<file path="src/rtl/caf_pkg.sv">
// caf_pkg: shared types and default widths for the CAF reference path
package caf_pkg;
  localparam int CAF_INDEX_BITS = 10;
  localparam int CAF_I_BITS = 12;
  localparam int CAF_Q_BITS = 12;
  typedef enum logic [1:0] {IDLE, FETCH, DRAIN, FLUSH} stream_state_e;
endpackage

</file>
<file path="src/rtl/stream_fifo.sv">
// stream_fifo: power-of-two synchronous FIFO with occupancy count and clear
module stream_fifo #(
  parameter int WIDTH = 24,
  parameter int DEPTH = 4
) (
  input  logic                       clk,
  input  logic                       rst,
  input  logic                       clear,
  input  logic                       push,
  input  logic                       pop,
  input  logic [WIDTH-1:0]           din,
  output logic [WIDTH-1:0]           dout,
  output logic [$clog2(DEPTH+1)-1:0] count,
  output logic                       empty
);
  localparam int AW = $clog2(DEPTH);
  localparam int CW = $clog2(DEPTH+1);
  logic [WIDTH-1:0] mem_q [DEPTH];
  logic [WIDTH-1:0] mem_d [DEPTH];
  logic [AW-1:0] wr_q, wr_d, rd_q, rd_d;
  logic [CW-1:0] cnt_q, cnt_d;
  logic full, do_push, do_pop;
  assign empty = cnt_q == '0;
  assign full = cnt_q == CW'(DEPTH);
  assign do_push = push && !full;
  assign do_pop = pop && !empty;
  assign dout = mem_q[rd_q];
  assign count = cnt_q;
  // next storage, pointers and occupancy; clear overrides any push/pop
  always_comb begin
    mem_d = mem_q;
    if (do_push) mem_d[wr_q] = din;
    wr_d = clear ? '0 : wr_q + AW'(do_push);
    rd_d = clear ? '0 : rd_q + AW'(do_pop);
    cnt_d = clear ? '0 : cnt_q + CW'(do_push) - CW'(do_pop);
  end
  // state registers
  always_ff @(posedge clk or posedge rst) begin
    if (rst) begin
      mem_q <= '{default: '0};
      wr_q <= '0;
      rd_q <= '0;
      cnt_q <= '0;
    end else begin
      mem_q <= mem_d;
      wr_q <= wr_d;
      rd_q <= rd_d;
      cnt_q <= cnt_d;
    end
  end
endmodule

</file>
<file path="src/rtl/reference_streamer.sv">
// reference_streamer: sweeps reference_buffer reads into a credit-managed I/Q stream
module reference_streamer
  import caf_pkg::*;
#(
  parameter int I_BITS = CAF_I_BITS,
  parameter int Q_BITS = CAF_Q_BITS,
  parameter int INDEX_BITS = CAF_INDEX_BITS,
  parameter int BUFFER_LENGTH = 1000,
  parameter int SWEEP_LENGTH = 1000,
  parameter int FIFO_DEPTH = 4
) (
  input  logic                  clk,
  input  logic                  rst,
  input  logic                  start,
  input  logic [INDEX_BITS-1:0] start_index,
  input  logic                  abort,
  output logic                  busy,
  output logic                  done,
  output logic                  err,
  output logic [INDEX_BITS-1:0] m_axi_raddr,
  output logic                  m_axi_rvalid,
  output logic                  m_axi_rready,
  input  logic                  s_axi_rready,
  input  logic                  s_axi_rvalid,
  input  logic [I_BITS-1:0]     i,
  input  logic [Q_BITS-1:0]     q,
  output logic [I_BITS-1:0]     out_i,
  output logic [Q_BITS-1:0]     out_q,
  output logic                  out_valid,
  input  logic                  out_ready,
  output logic                  out_last
);
  localparam int CW = $clog2(SWEEP_LENGTH+1);
  localparam int OW = $clog2(FIFO_DEPTH+1);
  localparam int DW = I_BITS + Q_BITS;
  stream_state_e state_q, state_d;
  logic [INDEX_BITS-1:0] addr_q, addr_d;
  logic [CW-1:0] issued_q, issued_d, delivered_q, delivered_d;
  logic [OW-1:0] outstanding_q, outstanding_d, fifo_count;
  logic err_q, err_d;
  logic [DW-1:0] fifo_dout;
  logic fifo_empty, active, kill, credit, accept, push, pop;
  assign active = state_q == FETCH || state_q == DRAIN;
  assign kill = active && abort;
  assign credit = ({1'b0, outstanding_q} + {1'b0, fifo_count}) < (OW+1)'(FIFO_DEPTH);
  assign m_axi_rvalid = state_q == FETCH && credit && issued_q < CW'(SWEEP_LENGTH);
  assign accept = m_axi_rvalid && s_axi_rready;
  assign push = s_axi_rvalid && active && !abort;
  assign out_valid = !fifo_empty;
  assign pop = out_valid && out_ready;
  assign out_last = out_valid && delivered_q == CW'(SWEEP_LENGTH-1);
  assign out_i = out_valid ? fifo_dout[DW-1:Q_BITS] : '0;
  assign out_q = out_valid ? fifo_dout[Q_BITS-1:0] : '0;
  assign m_axi_raddr = addr_q;
  assign m_axi_rready = state_q != IDLE;
  assign busy = state_q != IDLE;
  assign done = state_q == DRAIN && delivered_q == CW'(SWEEP_LENGTH);
  assign err = err_q;
  stream_fifo #(.WIDTH(DW), .DEPTH(FIFO_DEPTH)) u_fifo (
    .clk(clk), .rst(rst), .clear(kill), .push(push), .pop(pop),
    .din({i, q}), .dout(fifo_dout), .count(fifo_count), .empty(fifo_empty)
  );
  // sweep control, address walk and credit bookkeeping
  always_comb begin
    state_d = state_q;
    addr_d = addr_q;
    issued_d = issued_q;
    delivered_d = delivered_q + CW'(pop);
    outstanding_d = outstanding_q + OW'(accept) - OW'(s_axi_rvalid && outstanding_q != '0);
    err_d = 1'b0;
    if (accept) begin
      issued_d = issued_q + 1'b1;
      addr_d = addr_q == INDEX_BITS'(BUFFER_LENGTH-1) ? '0 : addr_q + 1'b1;
    end
    case (state_q)
      IDLE: begin
        if (start && 32'(start_index) < BUFFER_LENGTH) begin
          state_d = FETCH;
          addr_d = start_index;
          issued_d = '0;
          delivered_d = '0;
        end else if (start) begin
          err_d = 1'b1;
        end
      end
      FETCH: state_d = abort ? FLUSH : issued_d == CW'(SWEEP_LENGTH) ? DRAIN : FETCH;
      DRAIN: state_d = abort ? FLUSH : delivered_q == CW'(SWEEP_LENGTH) ? IDLE : DRAIN;
      FLUSH: state_d = outstanding_q == '0 ? IDLE : FLUSH;
    endcase
  end
  // state registers
  always_ff @(posedge clk or posedge rst) begin
    if (rst) begin
      state_q <= IDLE;
      addr_q <= '0;
      issued_q <= '0;
      delivered_q <= '0;
      outstanding_q <= '0;
      err_q <= 1'b0;
    end else begin
      state_q <= state_d;
      addr_q <= addr_d;
      issued_q <= issued_d;
      delivered_q <= delivered_d;
      outstanding_q <= outstanding_d;
      err_q <= err_d;
    end
  end
endmodule

</file>
<file path="config.mk">
export PLATFORM = sky130hd
export DESIGN_NAME = reference_streamer
export DESIGN_NICKNAME = d
export VERILOG_FILES = /design/src/rtl/caf_pkg.sv /design/src/rtl/stream_fifo.sv /design/src/rtl/reference_streamer.sv
export SDC_FILE = /design/constraint.sdc
export NUM_CORES = 1
export LEC_CHECK = 0
export ABC_AREA = 0
export ABC_CLOCK_PERIOD_IN_PS = 4900
export BUFFER_PORTS_ARGS = -buffer_cell sky130_fd_sc_hd__buf_2
export CAP_MARGIN = 20
export CORE_ASPECT_RATIO = 0.9
export CORE_MARGIN = 2
export CORE_UTILIZATION = 35
export CTS_BUF_LIST = sky130_fd_sc_hd__clkbuf_2
export DETAILED_ROUTE_END_ITERATION = 10
export GPL_ROUTABILITY_DRIVEN = 0
export HOLD_SLACK_MARGIN = 0.15
export PLACE_DENSITY = 0.54
export SLEW_MARGIN = 5
export SYNTH_ARGS = -nofsm -noshare
export SYNTH_HDL_FRONTEND = slang
export SYNTH_SLANG_ARGS = --single-unit
</file>
<file path="constraint.sdc">
create_clock -name clk -period 4.9 [get_ports clk]
set_input_delay 0.49 -clock clk [delete_from_list [all_inputs] [get_ports clk]]
set_output_delay 0.49 -clock clk [all_outputs]
set_load 0.01 [all_outputs]
</file>
# --- Word level (Yosys, flattened, before mapping) ---
# Cells that the tools add are included.
classes:
  mux: 30
  reduce_logical: 23
  n_addsub: 10
  n_bitwise: 2
  order_cmp: 6
  eq_ne: 9
op_table:
  columns: ["op", "n"]
  rows:
  - ["$bwmux 96", 1]
  - ["$mux 10", 9]
  - ["$mux 24", 3]
  - ["$bmux 24 s2", 1]
  - ["$demux 24 s2", 1]
  - ["$eq 10x10->1 const B", 4]
  - ["$mux 12", 2]
  - ["$add 10x1->10 const B", 2]
  - ["$lt 10x10->1 const B", 2]
  - ["$mux 2", 8]
  - ["$logic_and 1x1->1", 14]
  - ["$add 10x1->10", 1]
  - ["$pmux 2 s4", 1]
  - ["$add 3x1->3", 2]
  - ["$ge 3x3->1 const B", 2]
  - ["$logic_not 3->1", 2]
  - ["$not 2->3", 2]
  - ["$sub 3x1->3", 2]
  - ["$add 2x1->2", 2]
  - ["$add 3x3->4", 1]
  - ["$eq 2x2->1 const B", 2]
  - ["$lt 4x3->1 const B", 1]
  - ["$eq 3x3->1 const B", 1]
  - ["$logic_not 1->1", 3]
  - ["other kinds (9)", 11]
totals:
  word_cells: 93
  register_bits: 139
  out_inout_bits: 41
  in_bits: 41

# --- Longest topological paths before layout ---
logic_depth:
  word_depth: 10
  depth_mapped: 11
  depth_no_buf: 11

# --- Cells and area by module ---
# A second synthesis with hierarchy kept.
unflattened:
  hier_cells: 538
  hier_area_um2: 7033.0
by_module_without_submodules:
  columns: ["mod", "n_inst", "seq_area_each_um2", "cells_each", "area_each_um2"]
  rows:
  - ["stream_fifo", 1, 2577.5, 268, 4629.4]
  - ["reference_streamer", 1, 900.9, 270, 2403.6]

# --- Worst setup path after synthesis ---
# No wires, ideal clock.
synth_path:
  path_type: "register to register"
  startpoint: "register u_fifo.cnt_q[2] (netlist: u_fifo.count[2])"
  endpoint: "register u_fifo.cnt_q[2] (netlist: u_fifo.count[2])"
  setup_time_ps: 126
  arrival_time_ps: 2627
  synth_period_minus_slack_ps: 2753
  slack_ps: 2147
  required_time_ps: 4774
  path_stages_with_launch: 11
  n_path_buf: 1
  path_cell_list: "dfrtp_1 > nor3_1 > clkbuf_1 > nor2b_1 > ha_1 > inv_1 > ha_1 > fa_1 > xnor2_1 > xnor2_1 > a21oi_1"
synth_between:
  elab_chain_cells: 6
  word_cells_on_any_way: 10
  classes_between: "add/sub (2); eq/ne (1); mux (1); reduce/logical (6)"
synth_lines:
  columns: ["item", "line", "source"]
  rows:
  - ["from (decl)", "stream_fifo.sv:21", "logic [CW-1:0] cnt_q, cnt_d;"]
  - ["from (signal assigned)", "stream_fifo.sv:48", "cnt_q <= cnt_d;"]
  - ["$eq 3x3->1 or $logic_not 3->1 (tied branches)", "stream_fifo.sv:24, stream_fifo.sv:23", null]
  - ["$logic_not 1->1, on equally long branches", "stream_fifo.sv:25, stream_fifo.sv:26, reference_streamer.sv:49", null]
  - ["$logic_and 1x1->1, on equally long branches", "stream_fifo.sv:25, reference_streamer.sv:50", null]
  - ["$add 3x1->3 or $logic_and 1x1->1 (tied branches)", "stream_fifo.sv:35, stream_fifo.sv:26", null]
  - ["$sub 3x1->3 (*)", "stream_fifo.sv:35", "cnt_d = clear ? '0 : cnt_q + CW'(do_push) - CW'(do_pop);"]
  - ["$mux 3 (*)", "stream_fifo.sv:35", null]
  - ["via u_fifo.cnt_d[2]", "stream_fifo.sv:21", null]
# Mark *: on every way through the listed nets, which the timed path passes. The rest lies on a longest branch.
# A chain may end at the register's enable or synchronous reset.

# --- Final worst setup path ---
layout_path:
  startpoint: "register u_fifo.rd_q[0]"
  endpoint: "output port out_i[11]"
layout_between:
  elab_chain_cells: 5
layout_lines:
  columns: ["item", "line", "source"]
  rows:
  - ["from (decl)", "stream_fifo.sv:20", "logic [AW-1:0] wr_q, wr_d, rd_q, rd_d;"]
  - ["from (signal assigned)", "stream_fifo.sv:47", "rd_q <= rd_d;"]
  - ["$not 2->3 (implied by the code)", "stream_fifo.sv:27", "assign dout = mem_q[rd_q];"]
  - ["$bmux 24 s2", "stream_fifo.sv:27", null]
  - ["$mux 24 (implied by the code) (2 in series)", "stream_fifo.sv:27", null]
  - ["$mux 12", "reference_streamer.sv:52", "assign out_i = out_valid ? fifo_dout[DW-1:Q_BITS] : '0;"]
  - ["to (decl)", "reference_streamer.sv:27", "output logic [I_BITS-1:0] out_i,"]
# Every way passes these cells. The select of a mux whose other input is x is not followed.

==> impl_metrics.csv <==
group,metric,value,unit
critical_path,cp.arrival,2.70,ns
final_layout,drive_gt1_share,38.0,%
global_routing,track_usage,15.5,%
clocking,clk_path_buf_depth,2,
global_routing,grt_max_degree,97,
critical_path,regToRegSetupSlack,1.73,ns
critical_path,cp_slowest_cell,"dfrtp_2",
critical_path,timing.rr.start,"u_fifo.count[2]$_DFF_PP0_",
run_status,outcome,"complete, no violations",
sta,timing.final.crit_share,65.0,%
worst_hold_path,hold_start,"s_axi_rready",
detailed_routing,wirelength_met1,7070,um
synth,syn-cell-area,0.00692,sq mm
detailed_routing,first_iter_violations,196,
global_routing,gr-total-overflow,0,
clocking,insertion_delay,0.71,ns
critical_path,max_stage_delay,1.05,ns
floorplanning,fp.coreArea,0.0193,sq mm
critical_path,setup.worst_path.class,"reg2out",
critical_path,timing.rr.end,"outstanding_q[2]$_DFF_PP0_",
clocking,post_cts_resized,0,
final_layout,finish.net_count,713,
critical_path,endpoint_kind,"output pin",
critical_path,critPathBufInv,1,
clocking,cts.htree.levels,4,
worst_hold_path,min_to,"issued_q[1]$_DFF_PP0_",
power,leakage,3.74,nW
power,total_power,4.50,mW
detailed_routing,top_layer_used,"met4",
floorplanning,ios,82,
detailed_routing,wl_met3,576,um
global_routing,grt_pass1_wl,25400,um
floorplanning,die_h,137,um
clocking,post_cts_buffers,0,
power,power_density,548,mW/mm^2
sta,max_slew_margin,36.7,%
detailed_routing,ant_nets,0,
sta,fmax,314,MHz
placement,port_buffers,81,
placement,preCtsSetupSlack,1.84,ns
clocking,cts-buffers-inserted,17,
sta,worst_slack,1.71,ns
synth,synth_area_per_cell,13.0,sq um
clocking,cts-hold-fix-buffers,38,
synth,synth_nets,593,
sta,grt_setup_unrepaired,"false",
sta,setup_violations,0,
clocking,cts_num_sinks,139,
detailed_routing,first_pass_iters,4,
worst_hold_path,hold-path-cell-count,4,
sta,drv_slew,0,
synth,ys_seq_area_share,50.3,%
synth,ys_warn_count,0,
clocking,tritoncts,"built",
detailed_routing,routedWlPerCell,16.9,um
detailed_routing,drc,0,
synth,synth_async_sr_flop_share,100,%
final_layout,postLayoutCoreUtil,42.6,%
final_layout,instances_no_fill,917,
worst_hold_path,hold_path.class,"in2reg",
final_layout,design_area,0.00821,sq mm
critical_path,crit_path_max_fanout,25,
synth,synth_edf_count,0,
synth,synth_cell_type_count,56,
critical_path,worstSetupStartpointType,"flop",
detailed_routing,dr_wl_met2,7700,um
sta,whs,0.386,ns
flow_run,cap_violations,0,
critical_path,critPathTopFamily,"flip-flops",
critical_path,crit_chain,"mux4_2 > nor2b_1 > buf_2",
clocking,clock-root-buffer,"clkbuf_2",
detailed_routing,routed_wl,15500,um
placement,placed_cells,846,
sta,fin_crit,3.19,ns
floorplanning,die_w,152,um
clocking,clk_pin_slew,0.26,ns
power,irDropWorstVdd,0.340,mV
floorplanning,fp.dieArea,0.0209,sq mm
placement,placed_area,0.00757,sq mm
critical_path,worstRegToRegCells,10,
sta,finClkSkew,0.0303,ns
synth,netlist_instances,533,
synth,synth_flop_cell,"dfrtp_1",
global_routing,grt_pass1_vias,4933,
sta,final_hold_viol_count,0,
final_layout,area_growth,18.7,%
detailed_routing,viasPerCell,5.07,
floorplanning,row_count,48,
critical_path,cp-startpoint,"u_fifo.rd_q[0]$_DFF_PP0_",
synth,synth-seq-cells,139,
floorplanning,start_util,35.9,%
sta,tightest_slew,0.950,ns
detailed_routing,vias,4652,
critical_path,worstPathRequired,4.41,ns
placement,detailed_place_hpwl,9980,um
global_routing,antenna_found_initial,1,
sta,tns,0,ns
==> layout make-up <==
class	count	area, sq um
Sequential cell	139	3480
Antenna cell	1	2.50
Clock inverter	15	178
Tap cell	250	313
Clock buffer	17	85.1
Inverter	15	61.3
Fill cell	1821	11100
Multi-Input combinational cell	356	3270
Timing Repair Buffer	124	823
==> cell usage in the layout (no fill, tap or decap), types with 3 or more instances in the layout <==
cell type	count
a31oi_1	3
nand4_1	4
inv_1	13
buf_4	5
nand4b_1	3
dlygate4sd3_1	38
nand3_1	14
or3_1	4
inv_8	5
o2111ai_1	3
clkbuf_2	17
nor2b_1	26
dfrtp_1	138
mux2_2	96
nand2b_1	3
xnor2_1	18
nor2_1	20
o21ai_1	4
nand2_1	31
and2_1	8
buf_2	81
xor2_1	10
nor3_1	9
a21oi_1	10
inv_6	5
o21ai_0	10
ha_1	17
mux4_2	24
and3_1	4
==> synthesized netlist by cell type, types with 2 or more instances <==
cell       count  area share, %
o21ai_0       10           0.72
buf_4          5           0.54
buf_2          6           0.43
fa_1           2           0.58
xnor2_1       18            2.3
mux2_2        96             16
dfrtp_1      139             50
o21ai_1        4           0.29
nand2_1       31            1.7
a21oi_1       10           0.72
clkbuf_1       8           0.43
or3_1          4           0.36
o31ai_1        2           0.22
and2_1         8           0.72
a31oi_1        3           0.27
o2111a_1       2           0.33
a31o_2         2           0.25
mux4_2        24            7.8
nand3_1       14            1.0
ha_1          17            3.1
nor4b_1        2           0.25
buf_1          2           0.11
o2111ai_1      3           0.38
nor3_1        10           0.72
nor2b_1       26            2.4
a2111oi_0      2           0.25
nor2_1        20            1.1
xor2_1        10            1.3
nand4b_1       3           0.38
and3_1         4           0.36
nor2_2         2           0.18
nand4_1        4           0.36
inv_1         14           0.76
nand2b_1       3           0.27
buf_6          2           0.33
==> metal layers <==
metal | vias up | track usage, %
met4 | 0 | 4.05
li1 | 2176 | -
met5 | - | 0
met1 | 2397 | 19.4
met3 | 10 | 4.66
met2 | 69 | 26.6
==> power breakdown <==
group | total, mW | internal [mW] | switching (mW)
clock | 0.725 | 0.217 | 0.508
sequential | 1.93 | 1.57 | 0.354
combinational | 1.85 | 1.03 | 0.821
total | 4.50 | 2.82 | 1.68
==> state kept, by name, summed over array words and instances (netlist names) <==
signal / cells
u_fifo.mem_q: 96
delivered_q: 10
issued_q: 10
m_axi_raddr: 10
outstanding_q: 3
u_fifo.count: 3
state_q: 2
u_fifo.rd_q: 2
u_fifo.wr_q: 2
err: 1
==> worst max path at each step <==
stage / to / slack, ns / cells after the start
floorplan: delivered_q[0]$_DFF_PP0_ / 0.69 / 1
global placement: outstanding_q[2]$_DFF_PP0_ / 1.87 / 10
detailed placement: outstanding_q[2]$_DFF_PP0_ / 1.84 / 10
CTS: out_i[11] / 1.54 / 3
global route: out_q[10] / 1.40 / 3
finish: out_i[11] / 1.71 / 3
==> cells by family (layout without fill, tap and decap cells) <==
family          count (synthesis)  in the layout  synth area share (%)
simple gates                  141            141                  11.4
flops                         139            139                  50.3
mux                           121            121                  23.6
compound gates                 47             47                  4.85
buf+inv                        38            171                  2.66
xor+xnor                       28             28                  3.54
fa+ha+maj                      19             19                  3.65
other cells                     0              1                     0
==> worst register-to-register path: cells and delay by family (launching register included) <==
family | cells | cell delay [ns]
AOI/OAI and AO/OA | 1 | 0.58
xor gates and xnor gates | 2 | 0.32
adders and majority gates | 4 | 1.18
buffers and inverters | 2 | 0.19
DFF | 1 | 0.51
and+or+nand+nor | 1 | 0.30
Note: power is estimated with default switching activity, not from simulation.
